$ cat src/rtl/vga_config_loader_pkg.sv
// Shared VGA configuration constants: register addresses, profile timing tables
// and the loader FSM state type.
package vga_config_loader_pkg;

   localparam int CONFIG_WIDTH = 4;
   localparam int TABLE_DEPTH  = 8;

   localparam int ADDR_H_LEFT  = 0;
   localparam int ADDR_V_LEFT  = 1;
   localparam int ADDR_H_RIGHT = 2;
   localparam int ADDR_V_RIGHT = 3;
   localparam int ADDR_H_SYNC  = 4;
   localparam int ADDR_V_SYNC  = 5;
   localparam int ADDR_H_MAX   = 6;
   localparam int ADDR_V_MAX   = 7;

   typedef logic [CONFIG_WIDTH-1:0] cfg_t;

   // Entries in address order H_Left, V_Left, H_Right, V_Right, H_Sync, V_Sync, H_Max, V_Max
   localparam cfg_t PROFILE0_TABLE [TABLE_DEPTH] = '{4'd1, 4'd2, 4'd7, 4'd8, 4'd1, 4'd0, 4'd10, 4'd12};
   localparam cfg_t PROFILE1_TABLE [TABLE_DEPTH] = '{4'd2, 4'd2, 4'd9, 4'd9, 4'd1, 4'd1, 4'd14, 4'd15};

   typedef enum logic [1:0] {
      IDLE,
      SEND,
      DONE,
      ERR
   } state_t;

endpackage

$ cat src/rtl/vga_config_rom.sv
// Combinational (profile, index) -> register value lookup for the config loader.
module vga_config_rom #(
   parameter int CONFIG_WIDTH = 4,
   parameter int PROF_W       = 1,
   parameter int IDX_W        = 3
) (
   input  logic [PROF_W-1:0]       profile,
   input  logic [IDX_W-1:0]        index,
   output logic [CONFIG_WIDTH-1:0] data
);
   import vga_config_loader_pkg::*;

   // Profile 1 selects the second table; every other profile uses profile 0
   always_comb begin
      data = '0;
      for (int unsigned i = 0; i < TABLE_DEPTH; i++) begin
         if (32'(index) == i) begin
            if (profile == PROF_W'(1))
               data = CONFIG_WIDTH'(PROFILE1_TABLE[i]);
            else
               data = CONFIG_WIDTH'(PROFILE0_TABLE[i]);
         end
      end
   end

endmodule

$ cat src/rtl/vga_config_loader.sv
// Streams a fixed VGA timing table over the C_valid/C_rdy configuration port,
// after reset (optional) or on Start, with a stall timeout.
module vga_config_loader #(
   parameter int CONFIG_WIDTH = vga_config_loader_pkg::CONFIG_WIDTH,
   parameter int NUM_ENTRIES  = 8,
   parameter int NUM_PROFILES = 2,
   parameter int TIMEOUT      = 255,
   parameter int AUTO_START   = 1,
   localparam int PROF_W      = (NUM_PROFILES > 1) ? $clog2(NUM_PROFILES) : 1
) (
   input  logic                    Clk,
   input  logic                    Rst,
   input  logic                    Start,
   input  logic [PROF_W-1:0]       Mode_sel,
   input  logic                    C_rdy,
   output logic                    C_valid,
   output logic [CONFIG_WIDTH-1:0] C_addr,
   output logic [CONFIG_WIDTH-1:0] C_data,
   output logic                    Busy,
   output logic                    Done,
   output logic                    Error
);
   import vga_config_loader_pkg::*;

   localparam int IDX_W = (NUM_ENTRIES > 1) ? $clog2(NUM_ENTRIES) : 1;
   localparam int CNT_W = (TIMEOUT > 0) ? $clog2(TIMEOUT + 1) : 1;

   state_t              state, state_next;
   logic [IDX_W-1:0]    index, index_next;
   logic [CNT_W-1:0]    wait_cnt, wait_cnt_next;
   logic [PROF_W-1:0]   profile, profile_next;
   logic                auto_pend;
   logic                start_req;
   logic [PROF_W-1:0]   start_sel;
   logic [CONFIG_WIDTH-1:0] rom_data;

   vga_config_rom #(
      .CONFIG_WIDTH (CONFIG_WIDTH),
      .PROF_W       (PROF_W),
      .IDX_W        (IDX_W)
   ) u_rom (
      .profile (profile),
      .index   (index),
      .data    (rom_data)
   );

   // auto_pend is armed by reset and turns the first post-release cycle into a profile-0 Start
   always_ff @(posedge Clk or posedge Rst) begin
      if (Rst) begin
         state     <= IDLE;
         index     <= '0;
         wait_cnt  <= '0;
         profile   <= '0;
         auto_pend <= (AUTO_START != 0);
      end else begin
         state     <= state_next;
         index     <= index_next;
         wait_cnt  <= wait_cnt_next;
         profile   <= profile_next;
         auto_pend <= 1'b0;
      end
   end

   always_comb begin
      state_next    = state;
      index_next    = index;
      wait_cnt_next = wait_cnt;
      profile_next  = profile;
      start_req     = Start || auto_pend;
      if (auto_pend || int'(Mode_sel) >= NUM_PROFILES)
         start_sel = '0;
      else
         start_sel = Mode_sel;

      case (state)
         IDLE, DONE, ERR: begin
            if (start_req) begin
               state_next    = SEND;
               index_next    = '0;
               wait_cnt_next = '0;
               profile_next  = start_sel;
            end
         end
         SEND: begin
            // A transfer on the same edge as the timeout wins
            if (C_rdy) begin
               wait_cnt_next = '0;
               if (index == IDX_W'(NUM_ENTRIES - 1))
                  state_next = DONE;
               else
                  index_next = index + IDX_W'(1);
            end else if (wait_cnt == CNT_W'(TIMEOUT)) begin
               state_next = ERR;
            end else begin
               wait_cnt_next = wait_cnt + CNT_W'(1);
            end
         end
         default: state_next = IDLE;
      endcase
   end

   assign C_valid = (state == SEND);
   assign Busy    = (state == SEND);
   assign Done    = (state == DONE);
   assign Error   = (state == ERR);
   assign C_addr  = C_valid ? CONFIG_WIDTH'(index) : '0;
   assign C_data  = C_valid ? rom_data : '0;

endmodule
$ cat config.mk
export PLATFORM = sky130hd
export DESIGN_NAME = vga_config_loader
export DESIGN_NICKNAME = d
export VERILOG_FILES = /design/src/rtl/vga_config_loader_pkg.sv /design/src/rtl/vga_config_rom.sv /design/src/rtl/vga_config_loader.sv
export SDC_FILE = /design/constraint.sdc
export NUM_CORES = 1
export LEC_CHECK = 0
export CORE_MARGIN = 4
export CORE_UTILIZATION = 55
export DETAILED_ROUTE_END_ITERATION = 8
export PLACE_DENSITY = 0.82
export SYNTH_ARGS = -nofsm -noshare
export SYNTH_HDL_FRONTEND = slang
export SYNTH_SLANG_ARGS = --single-unit
$ cat constraint.sdc
create_clock -name Clk -period 4.7 [get_ports Clk]
set_clock_uncertainty 0.15 [all_clocks]
set_input_delay 0.94 -clock Clk [delete_from_list [all_inputs] [get_ports Clk]]
set_output_delay 0.94 -clock Clk [all_outputs]
set_load 0.01 [all_outputs]
==> results of run 1 <==
## worst reg2reg max path: stages (launching register included)
cell and delay [ns]:
dfrtp_1 0.41, ha_1 0.27, and4_4 0.22, a32o_2 0.29, or4_1 0.47, a21oi_1 0.15
## area by class of cell
cell class	instances	share of cell area
clock buffers	3	0.0191
clock inverters	1	0.00424
inverters	7	0.0222
multi-input cells	91	0.482
flip-flops and latches	15	0.319
well taps	25	0.0265
repair buffers	15	0.127
## cell usage in the layout, fill, tap and decap left out, types with 2 or more instances in the layout
cell type / synthesis / routed
clkbuf_4: 0 / 3
or3_1: 3 / 3
nor2_1: 9 / 9
o21ai_0: 13 / 13
ha_1: 7 / 7
nor4_1: 2 / 2
a21oi_1: 13 / 13
nand2_1: 12 / 12
nand3_1: 2 / 2
clkdlybuf4s50_1: 0 / 15
dfrtp_1: 14 / 14
conb_1: 1 / 2
nor2b_1: 2 / 2
and3_1: 2 / 2
nand2b_1: 2 / 2
inv_1: 6 / 6
a31oi_1: 2 / 2
## worst max path at each step
stage	startpoint	end	slack, ns	cells after the start
after floorplan	index[2]$_DFFE_PP0P_	C_data[2]	2.08	7
after CTS	index[0]$_DFFE_PP0P_	C_data[3]	1.13	6
final	index[0]$_DFFE_PP0P_	C_data[3]	1.11	6
after detailed placement	index[0]$_DFFE_PP0P_	C_data[3]	1.46	6
after global placement	index[0]$_DFFE_PP0P_	C_data[3]	1.63	6
after global routing	index[2]$_DFFE_PP0P_	C_data[3]	0.97	7
## stage by stage
step / hold slack [ns] / std cells
after global routing: 0.396 / 157
final: 0.372 / 157
after global placement: 0.337 / 153
after floorplan: 0.318 / 118
after detailed placement: 0.357 / 153
after CTS: 0.374 / 157
## sequential cells by signal, indices dropped and copies added, names as in the netlist
name       count
auto_pend      1
index          3
profile        1
state          2
wait_cnt       8
## logic make-up (layout without fill, tap and decap cells)
family / after synthesis / count (layout) / share of synthesized area
buffers and inverters: 12 / 26 / 0.0528
AND/OR/NAND/NOR: 41 / 41 / 0.216
multiplexers: 1 / 1 / 0.0101
AO/OA/AOI/OAI: 40 / 40 / 0.250
flip-flops: 15 / 15 / 0.379
adder cells (fa/ha/maj): 7 / 7 / 0.0880
other: 1 / 2 / 0.00377
## power groups by stage
stage                     Clock [W]  Sequential [W]  Combinational, W
after floorplan                   0        0.000177          0.000211
after global placement            0        0.000187          0.000321
after detailed placement          0        0.000189          0.000332
after CTS                 0.0000774        0.000186          0.000333
after global routing      0.0000852        0.000192          0.000366
final                     0.0000763        0.000187          0.000330
## routing by layer
metal / part of all wire / vias to the layer above / track usage
li1: - / 452 / -
met1: 0.43 / 427 / 0.188
met2: 0.52 / 9 / 0.309
met3: 0.030 / 5 / 0.0534
met4: 0.018 / 0 / 0.0987
met5: 0 / - / 0
==> results.py, run 1 <==
metrics = {
    "run_status": {
        "status": "complete, no violations",
    },
    "clocking": {
        "clk_pin_slew_ns": 0.09,
        "cts.hold.buffers_added": 0,
        "cts-resized-gates": 0,
        "cts_setup_buffers": 0,
        "root_buffer": "clkbuf_4",
        "cts-buffers-inserted": 3,
        "htree_levels": 1,
        "clock-sinks": 15,
        "insertion_delay_ns": 0.30,
        "tritoncts": "built",
        "cts_max_path_buffers": 2,
    },
    "synth": {
        "synthesis.yosys.warnings": 0,
        "synth_common_cells": "dfrtp_1, a21oi_1, o21ai_0, nand2_1, nor2_1",
        "synth_cell_types": 39,
        "synth_area_um2": 995,
        "synthFlopType": "dfrtp_1",
        "yosysSeqAreaShare": 0.379,
        "synth.largest_area_cell": "dfrtp_1",
        "synth_area_leaders": "dfrtp_1, ha_1, a21oi_1",
        "synth_cells": 117,
        "synth_top_cell_area_share": 0.352,
        "synth.most_common_cell": "dfrtp_1",
        "async_reset_ff_frac": 1.00,
        "synth-seq-cells": 15,
        "synth_edf_count": 0,
        "avgSynthCellArea_um2": 8.50,
    },
    "route": {
        "viasPerCell": 5.69,
        "drt_iter0_markers": 20,
        "drc": 0,
        "ant_nets": 0,
        "avgRoutedWirePerCell_um": 12.8,
        "vias": 893,
        "firstDrtPassIters": 4,
        "wirelength_um": 2010,
    },
    "worst_hold_path": {
        "min_to": "wait_cnt[0]$_DFFE_PP0P_",
        "hp-start": "wait_cnt[0]$_DFFE_PP0P_",
        "hp-class": "flip-flop to flip-flop",
        "hold_depth": 1,
    },
    "pwr": {
        "p_seq_frac": 0.315,
        "leakagePower_nw": 0.520,
        "clkPwrFrac": 0.129,
        "p_int_w": 0.000356,
        "ir_drop_mv": 0.281,
        "power_density_nw_per_um2": 502,
        "swShare": 0.400,
        "comb_power_share": 0.556,
        "power_switching_w": 0.000237,
        "total_power_w": 0.000593,
    },
    "sta": {
        "rsz0062_at_grt": "false",
        "fin_crit_sh": 0.764,
        "worst_pin_slew_ns": 0.523,
        "tns_ns": 0,
        "layout_min_cycle_time_ns": 3.59,
        "hold_viol_final": 0,
        "setup_viol": 0,
        "relSlewSlack": 0.643,
        "layout_setup_ws_ns": 1.11,
        "fmax_ghz": 0.278,
        "finalMaxSlewViolations": 0,
    },
    "cells_and_area": {
        "area_growth_pct": 18.7,
        "fin_util": 0.684,
        "fill_cells": 137,
        "multi_input_comb_area_um2": 569,
        "num_antenna_cells": 0,
        "final_area_um2": 1180,
        "nNetsFinal": 145,
        "seq_area_um2": 377,
        "drive_above_1_share": 0.0833,
    },
    "setup_path": {
        "cpMostUsedCell": "ha_1",
        "cp.arrival_ns": 2.50,
        "critPathMaxFanout": 8,
        "slowest_delay_ns": 0.51,
        "critPathKind": "flip-flop to output port",
        "start_kind": "flip-flop",
        "reg2reg_slack_ns": 2.68,
        "end_kind": "output port",
        "cp.required_ns": 3.61,
        "r2r_cells": 5,
        "timing.rr.start": "wait_cnt[0]$_DFFE_PP0P_",
        "r2r_end": "wait_cnt[7]$_DFFE_PP0P_",
        "cp_cell_sequence": "ha_1 -> ha_1 -> nor3b_1 -> a2111oi_0 -> nor2_1 -> clkdlybuf4s50_1",
        "critPathBufInv": 1,
        "critPathTopFamily": "adder cells",
        "slowest_stage": "a2111oi_0",
    },
    "flow_run": {
        "maxCapViolCount": 0,
    },
    "placement": {
        "pre_cts_ws_ns": 1.46,
        "dpl_cell_area_um2": 1150,
        "hpwl_um": 1510,
        "io_buffers": 15,
        "routabilityCongestion": 0.782,
    },
    "global_route": {
        "grt_max_degree": 16,
        "antenna_found_initial": 0,
        "grt_pass1_vias": 799,
        "overflow": 0,
        "grt_use_total": 0.177,
        "grt_first_pass_wirelength_um": 3350,
    },
    "die": {
        "initial_core_util": 0.576,
        "die_area_um2": 2550,
        "die_y_um": 50.5,
        "die_w_um": 50.5,
        "coreArea_um2": 1730,
        "io_pins": 17,
        "rows": 15,
    },
}
No activity file was read; power rests on OpenSTA's default activity.
==> run 2: changes to the inputs <==
--- a/config.mk
+++ b/config.mk
@@ -6,9 +6,9 @@
 export NUM_CORES = 1
 export LEC_CHECK = 0
 export CORE_MARGIN = 4
-export CORE_UTILIZATION = 55
+export CORE_UTILIZATION = 51
 export DETAILED_ROUTE_END_ITERATION = 8
-export PLACE_DENSITY = 0.82
+export PLACE_DENSITY = 0.77
 export SYNTH_ARGS = -nofsm -noshare
 export SYNTH_HDL_FRONTEND = slang
 export SYNTH_SLANG_ARGS = --single-unit
==> constraint.sdc (replaced) <==
create_clock -name Clk -period 3.66 [get_ports Clk]
set_clock_uncertainty 0.15 [all_clocks]
set_input_delay 0.732 -clock Clk [delete_from_list [all_inputs] [get_ports Clk]]
set_output_delay 0.732 -clock Clk [all_outputs]
set_load 0.01 [all_outputs]
==> run 2 against run 1 <==
  * Final cell count is the same
  * Non-clock buffer count did not move
  * Critical path depth rose by 1
  * Clock-buffer cell count grew 1
  * Power is 28% higher
  * Cell area fell by 0.11%
  * Routed wire length rose by 6.8%
  * Sequential power rose by 29%
  * Die area grew 6.6%
  * First-iteration DRC count is 50% higher
  * Clock power up 21%
  * Critical path type unchanged
  * Critical endpoint is now C_data[2]
  * Largest power group unchanged
==> results.py, run 2 (synthesized netlist as in run 1, its figures left out) <==
metrics = {
    "run_status": {
        "status": "complete, no violations",
    },
    "cells_and_area": {
        "num_antenna_cells": 0,
        "area_growth_pct": 18.6,
        "nNetsFinal": 145,
        "reg_top3": "wait_cnt x8, index x3, state x2",
        "largest_reg_flops": 8,
        "final_area_um2": 1180,
        "final_cell_mix": "clkdlybuf4s50_1, dfrtp_1, o21ai_0, a21oi_1, nand2_1",
        "drive_above_1_share": 0.0758,
        "layout_commonest_cell": "clkdlybuf4s50_1",
        "fill_cells": 157,
        "final_cells": 157,
        "largest_register": "wait_cnt",
    },
    "sta": {
        "finalMaxSlewViolations": 0,
        "rsz0062_at_grt": "false",
        "layout_min_cycle_time_ns": 3.23,
        "tns_ns": 0,
        "fmax_ghz": 0.310,
        "worst_pin_slew_ns": 0.577,
        "fin_crit_sh": 0.881,
        "hold_viol_final": 0,
        "setup_viol": 0,
        "relSlewSlack": 0.615,
    },
    "route": {
        "drt_iter0_markers": 30,
        "wirelength_um": 2140,
        "ant_nets": 0,
        "vias": 929,
        "viasPerCell": 5.92,
        "avgRoutedWirePerCell_um": 13.6,
        "drc": 0,
        "firstDrtPassIters": 4,
    },
    "pwr": {
        "p_seq_frac": 0.317,
        "clkPwrFrac": 0.121,
        "power_density_nw_per_um2": 644,
        "leakagePower_nw": 0.517,
        "ir_drop_mv": 0.558,
        "power_switching_w": 0.000302,
        "p_int_w": 0.000458,
        "comb_power_share": 0.561,
        "swShare": 0.398,
    },
    "clocking": {
        "htree_levels": 1,
        "tritoncts": "built",
        "clock-sinks": 15,
        "clk_pin_slew_ns": 0.09,
        "cts.hold.buffers_added": 0,
        "cts-buffers-inserted": 3,
        "cts-resized-gates": 0,
        "root_buffer": "clkbuf_4",
        "insertion_delay_ns": 0.27,
        "cts_max_path_buffers": 2,
        "cts_setup_buffers": 0,
    },
    "flow_run": {
        "maxCapViolCount": 0,
    },
    "setup_path": {
        "cp.arrival_ns": 2.34,
        "critPathMaxFanout": 8,
        "critPathKind": "flip-flop to output port",
        "cpMostUsedCell": "ha_1",
        "slowest_stage": "clkdlybuf4s50_1",
        "cp.required_ns": 2.78,
        "cp_cell_sequence": "ha_1 -> ha_1 -> or3_1 -> o21ai_0 -> a21oi_1 -> nor2_1 -> clkdlybuf4s50_1",
        "end_kind": "output port",
        "slowest_delay_ns": 0.55,
        "start_kind": "flip-flop",
    },
    "die": {
        "initial_core_util": 0.558,
        "die_y_um": 52.2,
        "io_pins": 17,
        "coreArea_um2": 1780,
        "die_area_um2": 2720,
        "rows": 15,
        "die_w_um": 52.2,
    },
    "placement": {
        "io_buffers": 15,
        "dpl.cell_count": 153,
        "dpl_cell_area_um2": 1150,
        "routabilityCongestion": 0.753,
        "hpwl_um": 1570,
    },
    "global_route": {
        "overflow": 0,
        "grt_first_pass_wirelength_um": 3680,
        "grt_pass1_vias": 854,
        "grt_use_total": 0.176,
        "grt_max_degree": 16,
        "antenna_found_initial": 0,
    },
    "worst_hold_path": {
        "hp-class": "flip-flop to flip-flop",
    },
}
## run 2: cell types whose count changed in the layout (fill, tap and decap cells not counted)
cell,previous run,this run
clkinv_2,1,0
clkbuf_1,0,1
## run 2: final cells by class
class / count / area (um^2) / area share
clock buffer: 4 / 26.3 / 0.0223
inverter: 7 / 26.3 / 0.0223
multi-input combinational: 91 / 569 / 0.483
sequential: 15 / 377 / 0.319
tap: 25 / 31.3 / 0.0265
timing repair buffer: 15 / 150 / 0.127
## run 2: worst max-delay path, delay by kind of cell (launching register included)
family | cells | cell delay (ns)
AO/OA/AOI/OAI | 2 | 0.16
AND/OR/NAND/NOR | 2 | 0.43
flip-flops | 1 | 0.43
adder cells (fa/ha/maj) | 2 | 0.49
buffers and inverters | 1 | 0.55
## run 2: final timing paths
path | start | endpoint | slack [ns] | depth (start not counted)
worst max-delay path | index[0]$_DFFE_PP0P_ | C_data[2] | 0.43 | 7
worst min-delay path | wait_cnt[0]$_DFFE_PP0P_ | wait_cnt[0]$_DFFE_PP0P_ | 0.38 | 1
worst max register to register | wait_cnt[0]$_DFFE_PP0P_ | wait_cnt[7]$_DFFE_PP0P_ | 1.62 | 5
worst min register to register | wait_cnt[0]$_DFFE_PP0P_ | wait_cnt[0]$_DFFE_PP0P_ | 0.38 | 1
max in group asynchronous | Rst | auto_pend$_DFF_PP1_ | 2.32 | 2
min in group asynchronous | Rst | wait_cnt[6]$_DFFE_PP0P_ | 0.65 | 2
## run 2: through the flow
stage / setup slack, ns / util / power [W] / hold slack (ns)
2_1_floorplan: 1.25 / - / 0.000498 / 0.318
3_3_place_gp: 0.785 / 0.647 / 0.000655 / 0.343
3_5_place_dp: 0.756 / 0.647 / 0.000667 / 0.357
4_1_cts: 0.439 / 0.662 / 0.000764 / 0.373
5_1_grt: 0.304 / 0.662 / 0.000822 / 0.430
6_report: 0.435 / 0.662 / 0.000760 / 0.376
## run 2: layer usage
metal	vias up	routed length (um)	GRT usage
li1	449	-	-
met1	442	1040	0.246
met2	32	958	0.264
met3	6	113	0.0458
met4	0	29	0.0553
met5	-	0	0
## run 2: power groups by stage
stage | combinational [W] | sequential (W) | clock, W
2_1_floorplan | 0.000271 | 0.000227 | 0
3_3_place_gp | 0.000415 | 0.000240 | 0
3_5_place_dp | 0.000424 | 0.000243 | 0
4_1_cts | 0.000428 | 0.000240 | 0.0000955
5_1_grt | 0.000470 | 0.000248 | 0.000104
6_report | 0.000427 | 0.000241 | 0.0000922
